==> config.mk <==
export PLATFORM = sky130hd
export DESIGN_NAME = inst_encoder
export DESIGN_NICKNAME = d
export VERILOG_FILES = /design/src/rtl/inst_encoder.sv
export SDC_FILE = /design/constraint.sdc
export NUM_CORES = 1
export LEC_CHECK = 0
export CAP_MARGIN = 15
export CORE_UTILIZATION = 30
export DETAILED_ROUTE_END_ITERATION = 7
export MAX_ROUTING_LAYER = met4
export PLACE_DENSITY = 0.54
export SLEW_MARGIN = 0
export SYNTH_ARGS = -nofsm -noshare
export SYNTH_HDL_FRONTEND = slang
export SYNTH_SLANG_ARGS = --single-unit
export TNS_END_PERCENT = 20
==> constraint.sdc <==
create_clock -name clk -period 2.4 [get_ports clk]
set_clock_uncertainty 0.05 [all_clocks]
set_input_delay 0.36 -clock clk [delete_from_list [all_inputs] [get_ports clk]]
set_output_delay 0.36 -clock clk [all_outputs]
set_load 0.1 [all_outputs]
==> src/rtl/inst_encoder.sv <==
// RV32I instruction encoder: packs format/fields/immediate into a 32-bit word
// behind a one-entry output register, expanding LI into LUI + ADDI when needed.
module inst_encoder (
    input  logic        clk,
    input  logic        rst_n,
    input  logic        in_valid,
    output logic        in_ready,
    input  logic [3:0]  in_fmt,
    input  logic [2:0]  in_funct3,
    input  logic [4:0]  in_rd,
    input  logic [4:0]  in_rs1,
    input  logic [4:0]  in_rs2,
    input  logic [31:0] in_imm,
    output logic        out_valid,
    input  logic        out_ready,
    output logic [31:0] out_inst,
    output logic        out_err
);
    localparam logic [6:0] OP_I      = 7'b0010011;
    localparam logic [6:0] OP_STORE  = 7'b0100011;
    localparam logic [6:0] OP_BRANCH = 7'b1100011;
    localparam logic [6:0] OP_LUI    = 7'b0110111;
    localparam logic [6:0] OP_AUIPC  = 7'b0010111;
    localparam logic [6:0] OP_JAL    = 7'b1101111;
    localparam logic [6:0] OP_JALR   = 7'b1100111;
    localparam logic [6:0] OP_LOAD   = 7'b0000011;

    typedef enum logic [1:0] {
        EMPTY     = 2'd0,
        FULL      = 2'd1,
        FULL_PEND = 2'd2
    } state_t;

    state_t      state_r;
    logic [31:0] out_inst_r;
    logic        out_err_r;
    logic        out_valid_r;
    logic [31:0] pend_inst_r;

    logic        fits12_s, fits13_s, fits21_s;
    logic [19:0] hi_s;
    logic [11:0] lo_s;
    logic [31:0] pack_s, addi_s, enc_inst_s;
    logic        err_s, two_s, accept_s;

    // Operand range checks: a value fits in N bits when all bits above N-1 match its sign.
    always_comb begin
        fits12_s = (&in_imm[31:11]) | ~(|in_imm[31:11]);
        fits13_s = (&in_imm[31:12]) | ~(|in_imm[31:12]);
        fits21_s = (&in_imm[31:20]) | ~(|in_imm[31:20]);
        // LI upper part compensates for ADDI sign-extending its low 12 bits
        hi_s     = in_imm[31:12] + {19'd0, in_imm[11]};
        lo_s     = in_imm[11:0];
    end

    // Field packing per format; rejected beats carry an all-zero word.
    always_comb begin
        pack_s = 32'd0;
        addi_s = 32'd0;
        err_s  = 1'b0;
        two_s  = 1'b0;
        case (in_fmt)
            4'd0: begin
                err_s  = ~fits12_s;
                pack_s = {in_imm[11:0], in_rs1, in_funct3, in_rd, OP_I};
            end
            4'd1: begin
                err_s  = ~fits12_s;
                pack_s = {in_imm[11:5], in_rs2, in_rs1, in_funct3, in_imm[4:0], OP_STORE};
            end
            4'd2: begin
                err_s  = ~fits13_s | in_imm[0];
                pack_s = {in_imm[12], in_imm[10:5], in_rs2, in_rs1, in_funct3,
                          in_imm[4:1], in_imm[11], OP_BRANCH};
            end
            4'd3: begin
                err_s  = |in_imm[11:0];
                pack_s = {in_imm[31:12], in_rd, OP_LUI};
            end
            4'd4: begin
                err_s  = |in_imm[11:0];
                pack_s = {in_imm[31:12], in_rd, OP_AUIPC};
            end
            4'd5: begin
                err_s  = ~fits21_s | in_imm[0];
                pack_s = {in_imm[20], in_imm[10:1], in_imm[11], in_imm[19:12], in_rd, OP_JAL};
            end
            4'd6: begin
                err_s  = ~fits12_s;
                pack_s = {in_imm[11:0], in_rs1, 3'b000, in_rd, OP_JALR};
            end
            4'd7: begin
                err_s  = ~fits12_s;
                pack_s = {in_imm[11:0], in_rs1, in_funct3, in_rd, OP_LOAD};
            end
            4'd8: begin
                if (hi_s == 20'd0) begin
                    pack_s = {lo_s, 5'd0, 3'b000, in_rd, OP_I};
                end else if (lo_s == 12'd0) begin
                    pack_s = {hi_s, in_rd, OP_LUI};
                end else begin
                    pack_s = {hi_s, in_rd, OP_LUI};
                    addi_s = {lo_s, in_rd, 3'b000, in_rd, OP_I};
                    two_s  = 1'b1;
                end
            end
            default: begin
                err_s  = 1'b1;
            end
        endcase
        enc_inst_s = err_s ? 32'd0 : pack_s;
    end

    assign in_ready  = (state_r == EMPTY) || ((state_r == FULL) && out_ready);
    assign accept_s  = in_valid && in_ready;
    assign out_valid = out_valid_r;
    assign out_inst  = out_inst_r;
    assign out_err   = out_err_r;

    // Output register FSM: load on accept, drain on handshake, release owed ADDI after LUI.
    always_ff @(posedge clk or negedge rst_n) begin
        if (!rst_n) begin
            state_r     <= EMPTY;
            out_valid_r <= 1'b0;
            out_inst_r  <= 32'd0;
            out_err_r   <= 1'b0;
            pend_inst_r <= 32'd0;
        end else begin
            case (state_r)
                EMPTY, FULL: begin
                    if (accept_s) begin
                        out_inst_r  <= enc_inst_s;
                        out_err_r   <= err_s;
                        out_valid_r <= 1'b1;
                        pend_inst_r <= addi_s;
                        state_r     <= two_s ? FULL_PEND : FULL;
                    end else if ((state_r == FULL) && out_ready) begin
                        out_valid_r <= 1'b0;
                        state_r     <= EMPTY;
                    end else begin
                        state_r     <= state_r;
                    end
                end
                FULL_PEND: begin
                    if (out_ready) begin
                        out_inst_r  <= pend_inst_r;
                        out_err_r   <= 1'b0;
                        pend_inst_r <= 32'd0;
                        state_r     <= FULL;
                    end else begin
                        state_r     <= FULL_PEND;
                    end
                end
                default: begin
                    state_r     <= EMPTY;
                    out_valid_r <= 1'b0;
                end
            endcase
        end
    end
endmodule
Word-level counts from Yosys, hierarchy flattened:

Cells that the tools add are included.

* output and inout port bits: 35
* register bits: 68

* equal/unequal tests: 13
* reductions and logical operators: 20
* add/sub/neg operators: 1
* muxes and demuxes: 27
* bitwise gates (word level): 12

Operators with widths (number)
* $mux 32: 9
* $pmux 32 s9: 1
* $pmux 32 s2: 2
* $reduce_or 12->1: 2
* $reduce_and 21->1: 1
* $reduce_or 21->1: 1
* $add 20x1->20: 1
* $logic_not 20->1: 1
* $reduce_and 20->1: 1
* $reduce_or 20->1: 1
* $eq 4x3->1 const B: 4
* $logic_not 12->1: 1
* $reduce_and 12->1: 1
* $eq 4x2->1 const B: 2
* $mux 2: 4
* $mux 1: 7
* $not 1->1: 7
* $or 1x1->1: 5
* $pmux 1 s5: 1
* $eq 4x1->1 const B: 1
* $eq 4x4->1 const B: 1
* $logic_not 4->1: 1
* $ne 2x2->1 const B: 2
* $pmux 1 s2: 2
* 12 further kinds: 14

Depth between registers and ports, before layout:

* word-level depth: 9
* depth in mapped cells: 10
* mapped depth without buffers: 9

Worst setup path after synthesis:

No wires, ideal clock.

* path kind: input-to-reg
* from: input in_imm[11]
* to: register out_inst_r[2] (netlist: out_inst[2])
* setup slack: -0.299 ns
* cell stages on the path: 10
* arrival: 2.523 ns
* library setup time: 0.126 ns
* required time: 2.224 ns
* cells stage by stage: ha_1 ha_1 nand4_1 nor3_1 nand3_1 and3_1 nor4_4 a21boi_2 buf_2 a221o_1

* cells in the longest elaborated chain, start to end: 8
* elaborated cells between the ends (all ways): 14
* classes of those cells: add/sub (1); mux (6); bitwise (3); reduce/logical (4)

RTL lines
* start: declaration: RTL line 13 `input logic [31:0] in_imm,`
* parallel branches: the longest is 5 deep, another holds $add 20x1->20
* $mux 32 *: RTL line 111 `enc_inst_s = err_s ? 32'd0 : pack_s;`
* $mux 32 *: RTL line 131 `if (accept_s) begin`
* $pmux 32 s2 *: RTL line 129 `case (state_r)`
* end signal: assignment: RTL line 132 `out_inst_r <= enc_inst_s;`
* end signal: assignment: RTL line 146 `out_inst_r <= pend_inst_r;`
* end: declaration: RTL line 35 `logic [31:0] out_inst_r;`

Every way passes the cells marked *. The select of a mux whose other input is x is not followed.
A chain may end at the register's enable or synchronous reset.

Final worst setup path:

* from: input in_imm[12]
* to: register pend_inst_r[18]

* cells in the longest elaborated chain, start to end: 6

RTL lines
* $add 20x1->20: RTL line 52 `hi_s = in_imm[31:12] + {19'd0, in_imm[11]};`
* $logic_not 20->1: RTL line 97 `if (hi_s == 20'd0) begin`
* $mux 32: RTL line 97
* $mux 32: RTL line 62 `case (in_fmt)`
* $mux 32: RTL line 131
* $pmux 32 s2: RTL line 129
* end signal: assignment: RTL line 135 `pend_inst_r <= addi_s;`
* end: declaration: RTL line 38 `logic [31:0] pend_inst_r;`

No other way between the ends. The select of a mux whose other input is x is not followed.

==> flow_summary.json <==
{
  "rows": 41,
  "finalSetupViolCount": 9,
  "synth_top_area_share_pct": 33.6,
  "overflow": 0,
  "r2r-end": "out_inst[18]",
  "drive_above_1_share_pct": 39.5,
  "muxShareOfSynthArea_pct": 4.09,
  "p_per_area_nw_per_um2": 495,
  "antenna_found_initial": 0,
  "setup_tns_ns": -0.0968,
  "detailed_place_hpwl_um": 12400,
  "final_area_um2": 6770,
  "start_kind": "input port",
  "nets": 779,
  "grt_max_degree": 32,
  "timing.final.crit_share_pct": 101,
  "yosysSeqAreaShare_pct": 33.6,
  "cts_num_sinks": 53,
  "synth_compound_area_share_pct": 27.7,
  "initial_core_util_pct": 31.0,
  "syn_inst": 488,
  "cp_slowest_stage_delay_ns": 0.25,
  "crit_arrival_ns": 2.56,
  "cp-end-kind": "flip-flop",
  "crit_fanout": 7,
  "yosys.area_share.simple_pct": 25.0,
  "r2r_start": "state_r[1]",
  "crit_type": "in2reg",
  "grt_pass1_wl_um": 25100,
  "place_area_um2": 6110,
  "path_delay_family": "buffers and inverters",
  "worstMarginPinSlew_ns": 0.644,
  "die_h_um": 117,
  "clk_pin_slew_ns": 0.07,
  "cts_buffer_depth": 2,
  "outcome": "finished with violations",
  "portBuffers": 92,
  "vias": 4767,
  "dieArea_um2": 13600,
  "yosysUniqueCellTypes": 58,
  "rsz0062_at_grt": "yes",
  "core_um2": 12700,
  "viasPerCell": 5.35,
  "path_buf_inv": 7,
  "htree_levels": 2,
  "maxCapViolCount": 0,
  "max_freq_mhz": 412,
  "ant_nets": 0,
  "maxSlewViolCount": 0,
  "die_w_um": 117,
  "synth_enable_flop_cells": 0,
  "timing.final.ws_setup_ns": -0.0249,
  "avgSynthCellArea_um2": 8.09,
  "synth_adder_area_share_pct": 0.950,
  "cts_buffers": 5,
  "yosys.area_share.xor_xnor_pct": 3.10,
  "worstPathCellList": "buf_8, ha_4, buf_6, buf_6, nand4_1, buf_4, nor2_4, nand4_1, xnor2_2, buf_4, nor2_4, a21boi_4, buf_12, buf_8, a32o_1",
  "synth_top_family_by_area": "compound AO/OA/AOI/OAI gates",
  "relSlewSlack_pct": 56.6,
  "layout_commonest_cell": "buf_4",
  "drt_first_pass_iters": 5,
  "slowest_stage": "buf_4",
  "hold_class": "in2async",
  "ys_warn_count": 0,
  "area_growth_pct": 71.4,
  "ys_seq_elements": 53,
  "finalPower_uw": 3350,
  "grt_pass1_vias": 4645,
  "gp_congestion": 0.871,
  "clock_latency_ns": 0.29,
  "hold_violations": 0,
  "layout_common_cells": "buf_4 (188), dfrtp_1 (53), nand2_1 (52), nor2_1 (35), clkdlybuf4s50_1 (33)",
  "critPathLaunch": "in_imm[12]",
  "fill_cells": 1251,
  "synthesis.nets": 549,
  "min_period_ns": 2.42,
  "leakagePower_uw": 0.00303,
  "first_iter_violations": 308,
  "synth_area_leaders": "dfrtp_1 (34%), nand2_1 (5.0%), a22o_1 (4.4%)",
  "track_usage_pct": 25.2,
  "routed_wl_um": 16000,
  "ios": 93,
  "violations": "negative setup slack",
  "r2r_slack_ns": 0.28,
  "synthArstFlopShare_pct": 100,
  "diodes": 0,
  "cts_tree": "yes",
  "yosysTopAreaCell": "dfrtp_1",
  "routedWlPerCell_um": 18.0,
  "synth-main-ff-cell": "dfrtp_1",
  "vdd_drop_max_v": 0.000263,
  "cp.required_ns": 2.53,
  "synth.cell_area_um2": 3950,
  "reg2reg_depth": 8,
  "cts_root_buf": "clkbuf_16",
  "drc_errors": 0
}
## report_power, final
group / switching [uW] / internal [uW] / total, uW
logic: 1050 / 514 / 1560
clock network: 334 / 416 / 750
registers: 58.4 / 979 / 1040
total: 1440 / 1910 / 3350
## Yosys cell counts, types with 8 or more instances
cell type	number
o22ai_1	11
o21ai_0	34
xnor2_1	10
nor3_1	12
and3_1	13
buf_2	10
clkbuf_1	26
dfrtp_1	53
a21oi_1	29
mux2i_1	15
a22o_1	20
nor2_1	42
nand3_1	25
nand2_1	53
nand4_1	8
nor4_1	14
inv_1	10
## flip-flops by register name, indices dropped and copies added (netlist names)
name and flops:
out_inst 31, pend_inst_r 18, state_r 2, out_err 1, out_valid 1
## repair_timing
| item | CTS | global route |
|---|---|---|
| setup endpoints to repair | 52 | 50 |
| gates resized for setup | 115 | 18 |
| pin swaps | 41 | 15 |
| cloned | 1 | 1 |
| hold endpoints to repair | 10 | 0 |
| hold buffers | 1 | 0 |
| buffers inserted | 18 | 3 |
## routing by layer
| metal | wire [um] | track usage [%] | vias up |
|---|---|---|---|
| li1 | - | - | 2307 |
| met1 | 7390 | 34.0 | 2285 |
| met2 | 7590 | 40.5 | 158 |
| met3 | 805 | 2.49 | 17 |
| met4 | 244 | 6.16 | 0 |
| met5 | 0 | - | - |
## cells by family after synthesis
group / Yosys count
and+or+nand+nor: 194
xor gates and xnor gates: 14
DFF: 53
buffers and inverters: 51
adders and majority gates: 3
muxes: 16
AOI/OAI and AO/OA: 157
## how the worst max path moves through the flow
stage,end,slack [ns],cells past startpoint
6_report,pend_inst_r[18],-0.02,15
5_1_grt,pend_inst_r[18],-0.12,12
4_1_cts,pend_inst_r[18],-0.05,14
3_5_place_dp,out_inst[16],-0.88,12
3_3_place_gp,out_inst[16],-0.84,12
2_1_floorplan,out_inst[19],-0.08,9
## layout make-up
| cell class | count | area, um^2 | share of cell area [%] |
|---|---|---|---|
| Inverter | 10 | 37.5 | 0.554 |
| Sequential cell | 53 | 1330 | 19.6 |
| Clock buffer | 6 | 139 | 2.05 |
| Multi-Input combinational cell | 384 | 2810 | 41.5 |
| Timing Repair Buffer | 264 | 2230 | 33.0 |
| Tap cell | 172 | 215 | 3.18 |
| Clock inverter | 2 | 13.8 | 0.203 |
## metrics by stage
step | utilization, % | instances | hold WS [ns] | setup slack (ns)
final | 53.2 | 891 | 0.428 | -0.0249
after global routing | 53.2 | 891 | 0.434 | -0.125
after CTS | 52.5 | 887 | 0.416 | -0.0469
after detailed placement | 48.0 | 863 | 0.202 | -0.879
after global placement | 48.0 | 863 | 0.206 | -0.844
after floorplan | - | 488 | 0.0144 | -0.0819
Note: power is estimated with default switching activity, not from simulation.
